==> config.mk <==
export PLATFORM = sky130hd
export DESIGN_NAME = aes_round_ctrl_flat
export DESIGN_NICKNAME = d
export VERILOG_FILES = /design/src/rtl/aes_round_ctrl_if.sv /design/src/rtl/aes_round_ctrl.sv /design/src/flat_wrapper.sv
export SDC_FILE = /design/constraint.sdc
export NUM_CORES = 1
export LEC_CHECK = 0
export BUFFER_PORTS_ARGS = -buffer_cell sky130_fd_sc_hd__buf_2
export CAP_MARGIN = 10
export CORE_ASPECT_RATIO = 0.6
export CORE_MARGIN = 3
export CORE_UTILIZATION = 54
export DETAILED_ROUTE_END_ITERATION = 10
export PLACE_DENSITY = 0.82
export SLEW_MARGIN = 0
export SYNTH_ARGS = -nofsm -noshare
export SYNTH_HDL_FRONTEND = slang
export SYNTH_SLANG_ARGS = --single-unit
==> constraint.sdc <==
create_clock -name clk -period 5.45 [get_ports clk]
set_input_delay 1.635 -clock clk [delete_from_list [all_inputs] [get_ports clk]]
set_output_delay 1.635 -clock clk [all_outputs]
set_load 0.01 [all_outputs]
==> src/rtl/aes_round_ctrl_if.sv <==
// Handshake and datapath-control bundle between the AES round controller and its datapath.
// The master modport is the controller side; the slave modport is the datapath/consumer side.
interface aes_round_ctrl_if;
    logic        in_valid;
    logic        in_ready;
    logic        out_valid;
    logic        out_ready;
    logic        flush;
    logic        ld_init;
    logic        rnd_en;
    logic        mix_en;
    logic [3:0]  round;
    logic [7:0]  rcon;
    logic        busy;
    logic [15:0] done_cnt;

    modport master (
        input  in_valid,
        input  out_ready,
        input  flush,
        output in_ready,
        output out_valid,
        output ld_init,
        output rnd_en,
        output mix_en,
        output round,
        output rcon,
        output busy,
        output done_cnt
    );

    modport slave (
        output in_valid,
        output out_ready,
        output flush,
        input  in_ready,
        input  out_valid,
        input  ld_init,
        input  rnd_en,
        input  mix_en,
        input  round,
        input  rcon,
        input  busy,
        input  done_cnt
    );
endinterface

==> src/rtl/aes_round_ctrl.sv <==
// AES round sequencer: accepts a block, steps ROUNDS round-enables with the matching
// round constant, then holds the result until the consumer takes it.
module aes_round_ctrl #(
    parameter int unsigned ROUNDS = 10
) (
    input  logic             clk,
    input  logic             rst_n,
    aes_round_ctrl_if.master bus
);

    localparam logic [3:0] LastRound = 4'(ROUNDS);

    typedef enum logic [1:0] {
        StIdle  = 2'd0,
        StRound = 2'd1,
        StDone  = 2'd2
    } state_e;

    state_e      r_state, w_state_nxt;
    logic [3:0]  r_round, w_round_nxt;
    logic [7:0]  r_rcon, w_rcon_nxt;
    logic [15:0] r_done_cnt, w_done_cnt_nxt;

    logic        w_in_ready;
    logic        w_ld_init;
    logic        w_out_valid;
    logic        w_rnd_en;
    logic        w_mix_en;
    logic [7:0]  w_rcon_out;
    logic        w_handshake;

    // GF(2^8) multiply by x, reduced by the AES polynomial
    function automatic logic [7:0] xtime(input logic [7:0] v);
        return {v[6:0], 1'b0} ^ (v[7] ? 8'h1B : 8'h00);
    endfunction

    // Handshake and datapath strobes decoded from the current state
    always_comb begin
        w_in_ready  = (r_state == StIdle) && !bus.flush;
        w_ld_init   = w_in_ready && bus.in_valid;
        w_out_valid = (r_state == StDone);
        w_rnd_en    = (r_state == StRound);
        w_mix_en    = w_rnd_en && (r_round != LastRound);
        w_rcon_out  = w_rnd_en ? r_rcon : 8'h00;
        // A flush in the same cycle cancels the handshake count
        w_handshake = w_out_valid && bus.out_ready && !bus.flush;
    end

    // Next-state logic; flush overrides every state transition
    always_comb begin
        w_state_nxt    = r_state;
        w_round_nxt    = r_round;
        w_rcon_nxt     = r_rcon;
        w_done_cnt_nxt = r_done_cnt;

        unique case (r_state)
            StIdle: begin
                if (w_ld_init) begin
                    w_state_nxt = StRound;
                    w_round_nxt = 4'd1;
                    w_rcon_nxt  = 8'h01;
                end
            end
            StRound: begin
                if (r_round == LastRound) begin
                    w_state_nxt = StDone;
                end else begin
                    w_round_nxt = r_round + 4'd1;
                    w_rcon_nxt  = xtime(r_rcon);
                end
            end
            StDone: begin
                if (bus.out_ready) begin
                    w_state_nxt = StIdle;
                    w_round_nxt = 4'd0;
                    w_rcon_nxt  = 8'h01;
                end
            end
            default: begin
                w_state_nxt = StIdle;
                w_round_nxt = 4'd0;
                w_rcon_nxt  = 8'h01;
            end
        endcase

        if (w_handshake) begin
            w_done_cnt_nxt = r_done_cnt + 16'd1;
        end

        if (bus.flush) begin
            w_state_nxt = StIdle;
            w_round_nxt = 4'd0;
            w_rcon_nxt  = 8'h01;
        end
    end

    // State registers with synchronous active-low reset
    always_ff @(posedge clk) begin
        if (!rst_n) begin
            r_state    <= StIdle;
            r_round    <= 4'd0;
            r_rcon     <= 8'h01;
            r_done_cnt <= 16'h0000;
        end else begin
            r_state    <= w_state_nxt;
            r_round    <= w_round_nxt;
            r_rcon     <= w_rcon_nxt;
            r_done_cnt <= w_done_cnt_nxt;
        end
    end

    assign bus.in_ready  = w_in_ready;
    assign bus.ld_init   = w_ld_init;
    assign bus.out_valid = w_out_valid;
    assign bus.rnd_en    = w_rnd_en;
    assign bus.mix_en    = w_mix_en;
    assign bus.round     = r_round;
    assign bus.rcon      = w_rcon_out;
    assign bus.busy      = (r_state != StIdle);
    assign bus.done_cnt  = r_done_cnt;

endmodule

==> src/flat_wrapper.sv <==
// flat-port wrapper written by rule: the top's interface ports become plain ports
module aes_round_ctrl_flat 
#(
    parameter int unsigned ROUNDS = 10
)
  (clk, rst_n, bus_in_valid, bus_out_ready, bus_flush, bus_in_ready, bus_out_valid, bus_ld_init, bus_rnd_en, bus_mix_en, bus_round, bus_rcon, bus_busy, bus_done_cnt);
  aes_round_ctrl_if bus_i ();
  input  logic clk;
  input  logic rst_n;
  input wire logic [$bits(bus_i.in_valid)-1:0] bus_in_valid;
  input wire logic [$bits(bus_i.out_ready)-1:0] bus_out_ready;
  input wire logic [$bits(bus_i.flush)-1:0] bus_flush;
  output wire logic [$bits(bus_i.in_ready)-1:0] bus_in_ready;
  output wire logic [$bits(bus_i.out_valid)-1:0] bus_out_valid;
  output wire logic [$bits(bus_i.ld_init)-1:0] bus_ld_init;
  output wire logic [$bits(bus_i.rnd_en)-1:0] bus_rnd_en;
  output wire logic [$bits(bus_i.mix_en)-1:0] bus_mix_en;
  output wire logic [$bits(bus_i.round)-1:0] bus_round;
  output wire logic [$bits(bus_i.rcon)-1:0] bus_rcon;
  output wire logic [$bits(bus_i.busy)-1:0] bus_busy;
  output wire logic [$bits(bus_i.done_cnt)-1:0] bus_done_cnt;
  assign bus_i.in_valid = bus_in_valid;
  assign bus_i.out_ready = bus_out_ready;
  assign bus_i.flush = bus_flush;
  assign bus_in_ready = bus_i.in_ready;
  assign bus_out_valid = bus_i.out_valid;
  assign bus_ld_init = bus_i.ld_init;
  assign bus_rnd_en = bus_i.rnd_en;
  assign bus_mix_en = bus_i.mix_en;
  assign bus_round = bus_i.round;
  assign bus_rcon = bus_i.rcon;
  assign bus_busy = bus_i.busy;
  assign bus_done_cnt = bus_i.done_cnt;
  aes_round_ctrl #(.ROUNDS(ROUNDS)) u_core (.clk(clk), .rst_n(rst_n), .bus(bus_i));
endmodule
; Word-level counts from Yosys, hierarchy flattened
; Index checks and enable logic that the tools add are counted.
; W data, S select, Z words.
[word_totals]
romBits = 0
register_bits = 30
output_inout_bits = 34
latchBits = 0
n_memories = 0
mem_bits_rw = 0
in_bits = 5
[classes]
bitwise = 2
addsub = 2
shifts = 0
div = 0
eq_ne = 8
reduce_logical = 11
n_mul = 0
muxes = 14
n_lt_le_gt_ge = 0
[op_table]
columns = operator, n
row1 = $mux W8, 4
row2 = $pmux W8 S3, 1
row3 = $add A16 B1 Y16 const B, 1
row4 = $mux W4, 3
row5 = $pmux W4 S3, 1
row6 = $xor A8 B8 Y8, 1
row7 = $mux W2, 3
row8 = $ne A2 B2 Y1 const B, 3
row9 = $pmux W2 S3, 1
row10 = $reduce_and A3 Y1, 2
row11 = $logic_and A1 B1 Y1, 5
row12 = $mux W5, 1
row13 = $add A4 B1 Y4 const B, 1
row14 = $eq A4 B4 Y1 const B, 1
row15 = $ne A4 B4 Y1 const B, 1
row16 = $eq A2 B1 Y1 const B, 1
row17 = $eq A2 B2 Y1 const B, 1
row18 = $logic_not A2 Y1, 1
row19 = $ne A2 B1 Y1 const B, 1
row20 = $reduce_bool A2 Y1, 1
row21 = $reduce_or A2 Y1, 1
row22 = $logic_not A1 Y1, 1
row23 = $not A1 Y1, 1

; Depth between registers and ports, before layout
; Gate-level depths: netlist of the first run.
[logic_depth]
ltp_word = 5
mapped_depth = 5
mapped_depth_nobuf = 5

; Worst setup path before layout of the first run
; Ideal clock, no wire load.
[synth_timing]
path_type = input to output
from = in bus_flush
to = out bus_ld_init
t_required_ns = 3.815
t_arrival_ns = 1.967
stages = 2
path_slack_ns = 1.848
cell_sequence = nand2b_1 -> nor2_1
[synth_between]
elab_chain_cells = 3
[synth_rtl]
columns = element, line
row1 = start: declaration, flat_wrapper.sv:12  ; input wire logic [$bits(bus_i.flush)-1:0] bus_flush;
row2 = $logic_not A1 Y1, aes_round_ctrl.sv:39  ; w_in_ready = (r_state == StIdle) && !bus.flush;
row3 = $logic_and A1 B1 Y1, aes_round_ctrl.sv:39
row4 = $logic_and A1 B1 Y1, aes_round_ctrl.sv:40  ; w_ld_init = w_in_ready && bus.in_valid;
row5 = end: declaration, flat_wrapper.sv:15  ; output wire logic [$bits(bus_i.ld_init)-1:0] bus_ld_init;
; No other way between the ends.

; Worst setup path in the final report of the first run
; Ends and elaborated chain as after synthesis.

==> run metrics, run 1 <==
clock buffer depth 2; hold path depth 2; Max Cap Violations 0; EDFF count, synth 0; RR Startpoint u_core.r_state[1]; Iter 0 DRT Violations 148; synth-to-layout area growth 21.94%; Overall Global Routing Usage 22.90%; area taken by multi-input logic gates 753.2 um^2; Core ar. 2310 um^2; RSZ-0062 raised after global routing false; pin slew with the least headroom to its limit 547.7 ps; Slew Limit Fails 0; Worst R2R Setup Slack 3280 ps; WP data required 3820 ps; routed length per instance 15.18 um; Hold Buf Count CTS 0; cell taking the most area after synthesis dfxtp_1; Worst-path clk slew 60 ps; CTS sink count 30; CTS tree done; diode count 0; Port Buffers 38; #FFs+latches synth 30; Synthesized Nets 166; Placed Instances 223; most common flop cell mapped by yosys dfxtp_1; Yosys top cell area share 42.82%; fin util 74.05%; post-CTS setup buffer count 0; largest net degree at the start of global routing 17; total power 0.4334 mW; worst min path class register to register; worst slack, placed 1606 ps; Root Buffer Master clkbuf_8; Std-Cell Rows 13; via count 1348; ANT nets after route 0; share of cells above drive strength 1 25.37%; starting density of the core 60.73%; Hold Startpoint u_core.bus.done_cnt[15]; syn_area_per_cell 8.877 um^2; Post-Layout Cell Count 231; cell area after layout 1710 um^2; worst setup margin 1588 ps; reg2reg end u_core.bus.done_cnt[15]; Max rail drop VDD 0.0002214 V; DPL Wire Length 2585 um; die area 3265 um^2; Hold Slack 500.1 ps; filler cell count 189; sequential share of the synthesized area 42.82%; Ys Warns 0; critical path type primary input to primary output; Area contributors post-synth dfxtp_1 (43%), nor2_1 (5.6%), xnor2_1 (5.6%); total I/O pin count 39; GP Congestion 0.7750; DRT Wirelength 3507 um; Pwr per Cell Area 253.4 nW/um^2; vias in the first global route 1224; Via density 5.835; later-pin clock latency in the skew report 280 ps; asr flop ratio synth 0%; Die Y 45.48 um; synth unique cells 36; Setup violations, final 0; destination of the worst hold path u_core.bus.done_cnt[15]; Rel. slew slack 63.35%; Final TNS setup 0 ps; Post-Place Cell Area 1619 um^2; Die X 71.80 um; grt total ovfl 0; initial antenna violation count 0; First-pass DRT Iterations 4; crit path DAT 2230 ps; fin crit share 70.87%; post-synthesis instance total 158; Period minus WS final 3862 ps; total CTS buffers 5; Critical Path Source Type primary input; Max Fanout on Critical Path 7; Nets 208; cts repair resizes 0; H-tree depth 2; Critical Path Sink Type primary output; first-pass GRT wire length 5623 um; outcome finished clean; Final Hold Viols 0; clock skew 2.083 ps; R2R cell count 4; DRC Markers 0; max frequency 258.9 MHz; leakage 0.7504 nW; Syn Std Cell Area 1403 um^2; Reg area 600.6 um^2
layout by cell type (no fill, tap or decap), drive strengths merged:
| cell | count |
|---|---|
| buf | 38 |
| dfxtp | 30 |
| nor2 | 21 |
| inv | 9 |
| xnor2 | 9 |
| nand2 | 8 |
| nand3 | 8 |
| a22o | 7 |
| clkbuf | 7 |
| and2 | 6 |
| a21oi | 6 |
| xor2 | 5 |
| nand2b | 4 |
| nand4 | 4 |
| o21ai | 4 |
| nor3 | 4 |
| nor4 | 3 |
| mux2i | 3 |
| or3 | 3 |
| ha | 3 |
| nor3b | 3 |
| clkinv | 2 |
| a32oi | 2 |
| a31oi | 1 |
| nor2b | 1 |
| or3b | 1 |
| a22oi | 1 |
| o21ba | 1 |
| and3 | 1 |
| nand4bb | 1 |
| or4 | 1 |
| o2bb2ai | 1 |
| and4bb | 1 |
| a221oi | 1 |
| a211oi | 1 |
routing by layer:
layer	GRT usage [%]	routed length, um	vias up
li1	-	-	636
met1	28.38	1570	645
met2	36.31	1585	61
met3	8.150	310	6
met4	10.49	41	0
met5	0	0	-
cell type report:
| class | count | share of cell area (%) |
|---|---|---|
| Sequential cell | 30 | 35.11 |
| Inverter | 10 | 2.195 |
| Tap cell | 30 | 2.195 |
| Clock inverter | 1 | 0.2926 |
| Clock buffer | 7 | 5.048 |
| Multi-Input combinational cell | 115 | 44.04 |
| Timing Repair Buffer | 38 | 11.12 |
Yosys cell counts, types with 2 or more instances:
| cell type | n |
|---|---|
| nor3b_1 | 2 |
| nor2_1 | 21 |
| or3_1 | 3 |
| nor3_1 | 4 |
| xor2_1 | 5 |
| nand4_1 | 4 |
| and2_1 | 6 |
| clkbuf_1 | 3 |
| a22o_1 | 7 |
| a21oi_1 | 6 |
| dfxtp_1 | 30 |
| nand2b_1 | 4 |
| nor4_1 | 3 |
| o21ai_0 | 4 |
| xnor2_1 | 9 |
| inv_1 | 9 |
| nand3_1 | 8 |
| mux2i_1 | 3 |
| nand2_1 | 8 |
| ha_1 | 3 |
flip-flops by register name, summed over array words and instances (netlist names):
name and count:
u_core.bus.round 4, u_core.r_state 2, u_core.r_rcon 8, u_core.bus.done_cnt 16
worst max-delay path by stage:
stage	from	to	cells past startpoint
after floorplan	bus_flush	bus_ld_init	2
after global placement	bus_flush	bus_ld_init	4
after detailed placement	bus_flush	bus_ld_init	4
after CTS	bus_flush	bus_ld_init	4
after global routing	bus_flush	bus_ld_init	4
final	bus_flush	bus_ld_init	4
cell families (layout without fill, tap and decap cells):
group / after synthesis / after routing / synth area share [%]
xor gates and xnor gates: 14 / 14 / 8.742
adders and majority gates: 3 / 3 / 2.676
muxes: 3 / 3 / 2.141
DFF: 30 / 30 / 42.82
AOI/OAI and AO/OA: 25 / 25 / 13.20
buffers and inverters: 13 / 56 / 3.479
and+or+nand+nor: 70 / 70 / 26.94
power by group:
group	switching (mW)	internal (mW)
clock network	0.0846	0.102
logic	0.0156	0.00886
registers	0.00208	0.221
worst max-delay path: stages:
cell	delay [ps]
buf_2	140
nand2b_1	160
nor2_1	130
buf_2	150
No activity file was read; power rests on OpenSTA's default activity.
==> run 2: changes to the inputs <==
ABC_AREA = 1   (was not set)
CORE_UTILIZATION = 52   (was 54)
PLACE_DENSITY = 0.78   (was 0.82)
clock period = 3.7 ns   (was 5.45 ns; I/O delays follow)
==> run 2 against run 1 <==
Via count rose by 9.4%. Setup slack got worse by 670 ps. Clock power up 45%. Combinational power increased by 54%. Utilization is 4.0 points lower. Critical path type unchanged. Register-to-register slack got worse by 1100 ps. Sequential power up 47%. Global-route usage is 2.9 points lower. Sequential share of layout area fell by 3.1 points. Area after synthesis grew 12%. Synthesized cell count rose by 41%. Die area increased by 14%. Largest power group unchanged.
==> run metrics, run 2 <==
outcome finished clean; Port Buffers 38 (unchanged); max reg flops 16 (unchanged); cell area after layout 1878 um^2 (+9.8%); vias in the first global route 1302 (+6.4%); Rel. slew slack 64.46% (+1.1 points); Pwr per Cell Area 338.2 nW/um^2 (+33%); fin crit share 75.19%; cell taking the most area after synthesis dfxtp_1; Std-Cell Rows 14 (+1); Max Fanout on Critical Path 4 (-3); Overall Global Routing Usage 19.96% (-2.9 points); synth unique cells 29 (-19%); reg2reg end u_core.r_rcon[4]; post-synthesis instance total 222 (+41%); DRT Wirelength 3513 um (+0.17%); first-pass GRT wire length 5940 um (+5.6%); DPL Wire Length 2688 um (+4.0%); Area contributors post-synth dfxtp_1 (38%), nor2_1 (8.6%), inv_1 (8.1%); routed length per instance 11.52 um (-24%); clock buffer depth 2 (unchanged); post-CTS setup buffer count 0 (unchanged); Slew Limit Fails 0 (unchanged); diode count 0 (unchanged); crit path DAT 1670 ps (-560 ps); DR WL met2 1249 um (-21%); CTS tree done; Worst setup endpoint bus_ld_init; Post-synth top cells nor2_1 (36), inv_1 (34), nand2_1 (33); Critical path origin bus_flush; pin slew with the least headroom to its limit 532.6 ps (-15.07 ps); H-tree depth 2 (unchanged); die area 3729 um^2 (+14%); syn_area_per_cell 7.056 um^2 (-21%); Nets 272 (+31%); Max Cap Violations 0 (unchanged); First-pass DRT Iterations 4 (unchanged); fin util 70.07% (-4.0 points); Worst R2R Setup Slack 2140 ps (-1140 ps); Final Hold Viols 0 (unchanged); ANT nets after route 0 (unchanged); share of power burned in registers 51.5% (about the same); Switching Fraction 23.38% (-0.23 points); EDFF count, synth 0 (unchanged); largest net degree at the start of global routing 13 (-4); clock skew 4.678 ps (+2.595 ps); Via density 4.836 (-17%); asr flop ratio synth 0% (unchanged); synth-to-layout area growth 19.89%; GP Congestion 0.8381 (+8.1%); Ys Warns 0 (unchanged); most common cell after layout, fill and taps aside buf_2; worst min path class register to register; NetSw 0.1485 mW (+45%); RR Startpoint u_core.bus.round[0]; most frequent cell after synthesis nor2_1; Final TNS setup 0 ps (unchanged); Die Y 48.52 um (+6.7%); grt total ovfl 0 (unchanged); total power 0.6351 mW (+47%); Iter 0 DRT Violations 67 (-55%); starting density of the core 58.45% (-2.3 points); Die X 76.86 um (+7.0%); most frequent cells in the layout buf_2 (38), nor2_1 (36), inv_1 (34), nand2_1 (33), dfxtp_1 (30); critical path type primary input to primary output; #FFs+latches synth 30 (unchanged); Synthesized Nets 230 (+39%); later-pin clock latency in the skew report 280 ps (about the same); R2R cell count 9 (+5); Post-Layout Cell Count 305 (+32%); Hold Buf Count CTS 0 (unchanged); Setup violations, final 0 (unchanged); Max rail drop VDD 0.0002529 V (+14%); most common flop cell mapped by yosys dfxtp_1; cts repair resizes 0 (unchanged); max frequency 359.4 MHz; Placed Instances 297 (+33%); CTS sink count 30 (unchanged); sequential share of the synthesized area 38.34% (-4.5 points); Worst-path clk slew 60 ps (about the same); via count 1475 (+9.4%); Core ar. 2680 um^2 (+16%); leakage 0.8739 nW (+16%); Critical Path Source Type primary input; share of cells above drive strength 1 25.28% (-0.090 points); Root Buffer Master clkbuf_8; top sig layer met4; WL met3 273 um (-12%); total I/O pin count 39 (unchanged); Yosys top cell area share 38.34% (-4.5 points); total CTS buffers 5 (unchanged); Period minus WS final 2782 ps; Comb power frac 5.9% (+0.2 points); RSZ-0062 raised after global routing false; Met1 Routed Length 1982 um (+26%); WP data required 2590 ps (-1230 ps); DRC Markers 0 (unchanged); Critical Path Sink Type primary output; Post-Place Cell Area 1787 um^2 (+10%); Syn Std Cell Area 1567 um^2 (+12%); clock share of power 42.5% (-0.5 points); initial antenna violation count 0 (unchanged); Pint 0.4866 mW (+47%)
[run 2: changes by cell type in the layout (fill, tap and decap cells not counted), sizes merged, moves of 4 or more]
cell,delta
inv,+30
a22o,-7
and2,-5
xnor2,-9
o21ai,+14
nand2,+30
nor2,+24
nand2b,-4
a21oi,+10
nand3,+6
[run 2: worst min-delay path by stage]
| stage | cells past startpoint | start | slack, ps | end |
|---|---|---|---|---|
| global placement | 1 | u_core.bus.done_cnt[10] | 470 | u_core.bus.done_cnt[10] |
| floorplan | 2 | u_core.r_rcon[1] | 450 | u_core.r_rcon[2] |
| CTS | 1 | u_core.bus.done_cnt[10] | 480 | u_core.bus.done_cnt[10] |
| detailed placement | 1 | u_core.bus.done_cnt[10] | 470 | u_core.bus.done_cnt[10] |
| finish | 1 | u_core.bus.done_cnt[10] | 480 | u_core.bus.done_cnt[10] |
| global route | 1 | u_core.bus.done_cnt[10] | 520 | u_core.bus.done_cnt[10] |
[run 2: power groups by stage]
stage | registers (mW) | clock network [mW] | logic, mW
floorplan | 0.334 | 0 | 0.0256
global placement | 0.334 | 0 | 0.0363
detailed placement | 0.334 | 0 | 0.0372
CTS | 0.327 | 0.276 | 0.0376
global route | 0.327 | 0.292 | 0.0418
finish | 0.327 | 0.270 | 0.0377
[run 2: worst max-delay path: stages]
cell and delay (ps):
buf_2 130, nor2_1 140, nand2_1 100, inv_1 70, buf_2 120
[run 2: logic make-up after synthesis]
kind of cell	count (synthesis)	synth area share (%)
AOI/OAI and AO/OA	41	13.98
xor gates and xnor gates	3	1.678
adders and majority gates	3	2.396
buffers and inverters	42	10.62
DFF	30	38.34
and+or+nand+nor	103	32.99
[run 2: metal layers]
metal | up-vias | GRT usage, %
met1 | 639 | 31.23
met5 | - | 0
met4 | 0 | 4.819
li1 | 789 | -
met3 | 2 | 6.852
met2 | 45 | 25.29
[run 2: layout make-up]
cell class,instances,area (um^2)
fillers,248,802.0
inverters,39,146.4
clock buffers,7,86.33
multi-input cells,150,799.5
clock inverters,1,5.005
flip-flops and latches,30,600.6
repair buffers,38,190.2
well taps,40,50.05
[run 2: stage by stage]
| stage | worst slack (ps) | hold slack (ps) |
|---|---|---|
| after floorplan | 1081 | 453.1 |
| after global placement | 947.5 | 471.3 |
| after detailed placement | 919.0 | 473.8 |
| after CTS | 917.5 | 479.9 |
| after global routing | 847.0 | 516.7 |
| final | 917.9 | 484.2 |
